[src/rtl/sipo_lane_arbiter.sv]
// Round-robin arbiter sharing one downstream byte lane between up to four valid/ready
// requesters; a grant lasts until the requester withdraws valid or MAX_BURST beats pass.
module sipo_lane_arbiter #(
    parameter int unsigned NUM_REQ   = 4,
    parameter int unsigned DATA_W    = 8,
    parameter int unsigned MAX_BURST = 16
) (
    input  logic                      pclk_i,
    input  logic                      rst_i,
    input  logic [NUM_REQ*DATA_W-1:0] data_i,
    input  logic [NUM_REQ-1:0]        valid_i,
    output logic [NUM_REQ-1:0]        ready_o,
    input  logic [NUM_REQ-1:0]        mask_i,
    output logic [DATA_W-1:0]         data_o,
    output logic                      valid_o,
    input  logic                      ready_i,
    output logic [NUM_REQ-1:0]        grant_o,
    output logic [1:0]                id_o,
    output logic                      busy_o
);

    typedef enum logic [0:0] {StIdle, StXfer} state_e;

    state_e               state_q;
    logic [1:0]           ptr_q;
    logic [7:0]           cnt_q;
    logic [NUM_REQ-1:0]   grant_q;
    logic [1:0]           id_q;

    logic [NUM_REQ-1:0]   eligible;
    logic                 win_found;
    logic [1:0]           win_id;
    logic [NUM_REQ-1:0]   win_onehot;
    logic                 sel_valid;
    logic                 beat;
    logic                 burst_end;
    logic [1:0]           ptr_next;

    assign eligible = valid_i & ~mask_i;

    // Rotating priority search: offset i from the pointer, first eligible index wins.
    always_comb begin
        win_found = 1'b0;
        win_id    = 2'd0;
        for (int unsigned i = 0; i < NUM_REQ; i++) begin
            for (int unsigned k = 0; k < NUM_REQ; k++) begin
                if (!win_found && eligible[k] && (((32'(ptr_q) + i) % NUM_REQ) == k)) begin
                    win_found = 1'b1;
                    win_id    = 2'(k);
                end
            end
        end
    end

    always_comb begin
        win_onehot = '0;
        for (int unsigned k = 0; k < NUM_REQ; k++) begin
            win_onehot[k] = (win_id == 2'(k));
        end
    end

    // Pass-through datapath, gated so everything reads zero outside a grant.
    always_comb begin
        data_o    = '0;
        sel_valid = 1'b0;
        ready_o   = '0;
        if (state_q == StXfer) begin
            for (int unsigned k = 0; k < NUM_REQ; k++) begin
                if (id_q == 2'(k)) begin
                    data_o     = data_i[k*DATA_W +: DATA_W];
                    sel_valid  = valid_i[k];
                    ready_o[k] = ready_i;
                end
            end
        end
    end

    assign valid_o   = sel_valid;
    assign beat      = (state_q == StXfer) && sel_valid && ready_i;
    // Withdrawal and the capping beat are mutually exclusive (a beat needs valid high).
    assign burst_end = (state_q == StXfer) &&
                       (!sel_valid || (ready_i && (cnt_q == 8'(MAX_BURST - 1))));
    assign ptr_next  = (id_q == 2'(NUM_REQ - 1)) ? 2'd0 : id_q + 2'd1;

    always_ff @(posedge pclk_i or posedge rst_i) begin
        if (rst_i) begin
            state_q <= StIdle;
            ptr_q   <= 2'd0;
            cnt_q   <= 8'd0;
            grant_q <= '0;
            id_q    <= 2'd0;
        end else begin
            unique case (state_q)
                StIdle: begin
                    if (win_found) begin
                        state_q <= StXfer;
                        grant_q <= win_onehot;
                        id_q    <= win_id;
                    end
                end
                StXfer: begin
                    if (burst_end) begin
                        state_q <= StIdle;
                        ptr_q   <= ptr_next;
                        cnt_q   <= 8'd0;
                        grant_q <= '0;
                        id_q    <= 2'd0;
                    end else if (beat) begin
                        cnt_q <= cnt_q + 8'd1;
                    end
                end
            endcase
        end
    end

    assign grant_o = grant_q;
    assign id_o    = id_q;
    assign busy_o  = (state_q == StXfer);

endmodule
[config.mk]
export PLATFORM = sky130hd
export DESIGN_NAME = sipo_lane_arbiter
export DESIGN_NICKNAME = d
export VERILOG_FILES = /design/src/rtl/sipo_lane_arbiter.sv
export SDC_FILE = /design/constraint.sdc
export NUM_CORES = 1
export LEC_CHECK = 0
export BUFFER_PORTS_ARGS = -buffer_cell sky130_fd_sc_hd__buf_2
export CORE_MARGIN = 2
export CORE_UTILIZATION = 43
export DETAILED_ROUTE_END_ITERATION = 7
export PLACE_DENSITY_LB_ADDON = 0.3
export SETUP_SLACK_MARGIN = 0.2
export SLEW_MARGIN = 20
export SYNTH_ARGS = -nofsm -noshare
export SYNTH_HDL_FRONTEND = slang
export SYNTH_SLANG_ARGS = --single-unit
[constraint.sdc]
create_clock -name pclk_i -period 2.1 [get_ports pclk_i]
set_clock_uncertainty 0.05 [all_clocks]
set_input_delay 0.63 -clock pclk_i [delete_from_list [all_inputs] [get_ports pclk_i]]
set_output_delay 0.63 -clock pclk_i [all_outputs]
set_load 0.01 [all_outputs]
## Word-level counts from Yosys, hierarchy flattened

Index checks and enable logic that the tools add are counted.

| storage, ports and cells | value |
|---|---|
| flip-flop bits (word level) | 17 |
| bits of input ports | 43 |
| output and inout port bits | 20 |
| word-level logic and storage cells | 154 |

| operators by class | value |
|---|---|
| $add $sub $neg | 5 |
| equality and inequality tests | 21 |
| muxes and demuxes | 58 |
| bitwise operators | 3 |
| reduce and logical (&&, ||, !) cells | 62 |

Operators by type and width:

| cell | number |
|---|---|
| $logic_not 32->1 | 4 |
| $mux 8 | 7 |
| $logic_and 1x1->1 | 35 |
| $mux 2 | 17 |
| $mux 1 | 28 |
| $eq 2x2->1 const B | 12 |
| $logic_not 1->1 | 16 |
| $eq 2x1->1 const B | 6 |
| $mux 4 | 3 |
| $add 8x1->8 const B | 1 |
| $eq 8x4->1 const B | 1 |
| $pmux 4 s2 | 1 |
| $reduce_and 2->1 | 3 |
| $add 2x1->2 const B | 2 |
| $add 2x2->2 const B | 2 |
| $and 4x4->4 | 1 |
| $logic_not 2->1 | 2 |
| $not 4->4 | 1 |
| $pmux 2 s2 | 1 |
| $ne 2x1->1 const B | 1 |
| $ne 2x2->1 const B | 1 |
| $pmux 1 s2 | 1 |
| $reduce_bool 2->1 | 1 |
| $logic_or 1x1->1 | 1 |
| $not 1->1 | 1 |

## Logic depth before layout (Yosys ltp)

| logic depth | value |
|---|---|
| word-level depth | 67 |
| gate-level depth with buffers | 7 |

## Least setup slack after synthesis

No wires, ideal clock.

| path | value |
|---|---|
| path type | reg2out |
| from | reg id_q[1] (netlist: id_o[1]) |
| to | out data_o[6] |
| data arrival time | 1.817 ns |
| required time | 1.420 ns |
| path slack | -0.397 ns |
| cell stages (with the launch flop) | 8 |
| cell sequence | dfrtp_1 inv_1 ha_1 and2b_2 clkbuf_1 a221oi_1 a211o_1 a21boi_0 |

| on the way | value |
|---|---|
| word-level cells in the longest chain between the ends | 6 |
| elaborated cells on any way between the ends | 9 |

RTL lines:

| what | RTL line | RTL |
|---|---|---|
| from (decl) | 28 | `logic [1:0] id_q;` |
| from (signal assigned) | 98 | `id_q <= win_id;` |
| $logic_not 2->1 | 69 | `if (id_q == 2'(k)) begin` |
| $mux 8 (3 in a row) | 69 |  |
| $mux 8 * | 69 |  |
| $mux 8 * | 67 | `if (state_q == StXfer) begin` |
| to (decl) | 14 | `output logic [DATA_W-1:0] data_o,` |

Every way passes the cells marked *; elsewhere a longest branch is shown, timed or not.

## Final worst setup path

| path | value |
|---|---|
| from | reg id_q[0] (netlist: id_o[0]) |
| to | out data_o[4] |

The elaborated chain is that of the path after synthesis.

==> flow_summary.toml <==
[floorplanning]
io_pins = 63
die_height_um = 62.77
fp.dieW_um = 62.77
row_count = 21
core_area_mm2 = 0.003337
start_util = 0.4451
dieArea_mm2 = 0.003940

[sta]
fmax_mhz = 389.0
setup_viol = 12
finalCritPeriodShare = 1.224
tightest_slew_ns = 0.6430
slew_viol_final = 0
setup_ws_ns = -0.4709
hold_viol_final = 0
slew_headroom = 0.5709
rsz0062_at_grt = "yes"
period_minus_slack_ns = 2.571

[drt]
drt_iter0_markers = 73
drc = 0
num_vias = 1586
drtPass1Iterations = 4
wirelength_um = 4119
via_per_inst = 5.469
detail-route-antenna-nets = 0
wire_per_inst_um = 14.20

[critical_path]
worst-r2r-cell-count = 7
crit_fanout = 8
arrival_ns = 1.89
worst_path_max_delay_cell = "dfrtp_2"
path_class = "reg2out"
r2r_slack_ns = 0.05
cpPeakStageDelay_ns = 0.48
worstSetupEndpointType = "primary output"
r2r_end = "ptr_q[1]"
cp_cell_sequence = "ha_4, and2b_4, a221oi_1, a211o_1, a21boi_2, buf_2"
start_kind = "register"
crit_required_ns = 1.42
r2r-start = "id_o[0]"

[power_and_ir_drop]
power_leakage_nw = 1.087
share_comb_of_total_power = 0.742
pwr-share-seq = 0.194
p_per_area_mw_per_mm2 = 1385
p_total_mw = 3.030
switching_share = 0.4353
peakVddDrop_mv = 0.7363
p_clk_frac = 0.064
p_sw_mw = 1.319
p_int_mw = 1.711

[clock_network]
htree_levels = 1
root_buffer = "clkbuf_4"
cts_tree = "done"
clk_latency_ns = 0.32
hold_buffers = 0
clockBufferDepth = 2
cts_made_buffers = 3
cts.sinks = 17
path_clk_slew_ns = 0.12

[placed_design]
place_hpwl_um = 2915
finalWeightedCongestion = 0.8254
portBuffers = 62
placed_cells = 280

[global_route]
grt_pass1_vias = 1473
grt_pass1_wl_um = 6527
overflow = 0
grtUsageTotal = 0.2023
grt_max_degree = 18
antenna_found_initial = 0

[yosys]
netlist_instances = 163
synthMuxAreaShare = 0.02696
yosysWarnings = 0
synth_nets = 211
synth_fa_ha_area_frac = 0.04212
synth_compound_area_frac = 0.3361
synth_area_mm2 = 0.001485
synth-simple-area-share = 0.2190
ys_seq_elements = 17
synthArstFlopShare = 1.000
synth_flop_cell = "dfrtp_1"
syn_avg_cell_area_um2 = 9.111
synth_edf_count = 0
synthXorXnorAreaFrac = 0
yosysSeqAreaShare = 0.2864
synth_top_family_by_area = "compound AO/OA/AOI/OAI gates"
synth.distinct_cells = 44

[flow_run]
cap_violations = 0

[cells_and_area]
regArea_um2 = 426.7
syn2layout_area_growth_pct = 47.26
nNetsFinal = 293
fill_cells = 279
num_antenna_cells = 0
layout.cells.non_filler = 290
drive_above_1_share = 0.5246
multi_input_area_mm2 = 0.001072

[status]
run_status = "finished, violations left"
violations = "negative setup slack"

[worst_hold_path]
min-delay-path-class = "in2async"
-- worst max-delay path: cells and delay by family, from the launching register on --
family          cells  cell delay [ns]
compound gates      3             0.47
fa+ha+maj           1             0.18
buf+inv             1             0.13
flops               1             0.48
simple gates        1             0.31
-- placed cells by master, fill, tap and decap left out, types with 3 or more instances in the layout --
cell type	instances
nand2b_1	7
inv_1	14
and3_1	3
buf_2	61
o22ai_1	4
ha_4	3
nand4_1	3
dfrtp_1	16
nor2_1	6
o32ai_1	5
a21boi_2	9
buf_4	20
a211o_1	8
a221oi_1	6
buf_6	4
nand2_1	20
nor2b_1	3
nand3_1	3
clkbuf_4	3
-- how the worst max path moves through the flow --
| stage | startpoint | to | slack, ns | depth (start not counted) |
|---|---|---|---|---|
| after global routing | id_o[1] | data_o[0] | -0.54 | 7 |
| final | id_o[0] | data_o[4] | -0.47 | 6 |
| after detailed placement | id_o[0] | data_o[3] | -0.16 | 7 |
| after global placement | id_o[0] | data_o[3] | -0.13 | 7 |
| after CTS | id_o[0] | data_o[1] | -0.45 | 6 |
| after floorplan | id_o[1] | valid_o | -0.20 | 6 |
-- power by group through the flow --
stage / Combinational [mW] / Clock, mW / Sequential (mW)
2_1_floorplan: 1.27 / 0 / 0.584
3_3_place_gp: 1.85 / 0 / 0.573
3_5_place_dp: 1.87 / 0 / 0.578
4_1_cts: 1.99 / 0.188 / 0.577
5_1_grt: 2.45 / 0.199 / 0.606
6_report: 2.25 / 0.193 / 0.588
-- layer usage --
metal | up-vias | global-route usage | wire [um]
met5 | - | 0 | 0
li1 | 779 | - | -
met1 | 745 | 0.2685 | 1819
met3 | 5 | 0.01982 | 201
met2 | 57 | 0.3481 | 2054
met4 | 0 | 0.06111 | 44
-- cell usage after synthesis, types with 3 or more instances --
cell      instances  share of area
nand2_1          20          0.051
dfrtp_1          17           0.29
inv_1            16          0.040
a21boi_0         11          0.056
a211o_1           8          0.047
a221oi_1          8          0.047
nand2b_1          7          0.029
clkbuf_1          6          0.015
nor2_1            6          0.015
o32ai_1           6          0.035
ha_1              5          0.042
o22ai_1           4          0.017
and3_1            3          0.013
nand3_1           3          0.010
nand4_1           3          0.013
nor2b_1           3          0.013
-- layout make-up --
cell class | instances | area share
multi-input cells | 120 | 0.4903
repair buffers | 87 | 0.2471
clock inverters | 1 | 0.002288
well taps | 46 | 0.02632
flip-flops and latches | 17 | 0.1951
inverters | 16 | 0.02860
clock buffers | 3 | 0.01030
-- metrics by stage --
step	setup TNS [ns]	setup WS [ns]	hold WS [ns]	utilization	instance area (um^2)
3_5_place_dp	-1.285	-0.1622	0.4793	0.5939	1982
4_1_cts	-4.142	-0.4453	0.3664	0.6198	2068
2_1_floorplan	-1.517	-0.2018	0.4562	-	1521
6_report	-4.302	-0.4709	0.3248	0.6554	2187
5_1_grt	-5.038	-0.5391	0.3986	0.6554	2187
3_3_place_gp	-1.056	-0.1275	0.4802	0.5939	1982
-- cell families after synthesis --
logic type | Yosys count
compound gates | 56
simple gates | 56
buf+inv | 26
flops | 17
fa+ha+maj | 5
mux | 3
-- state kept, by name, summed over array words and instances, names as in the netlist --
register	count
grant_o	4
cnt_q	8
id_o	2
ptr_q	2
busy_o	1
-- repair_timing --
| item | in CTS | in global routing |
|---|---|---|
| resized for setup | 13 | 17 |
| endpoints found under the setup margin | 23 | 27 |
| pin swaps | 15 | 7 |
| buffers inserted | 0 | 6 |
No activity file was read; power rests on OpenSTA's default activity.
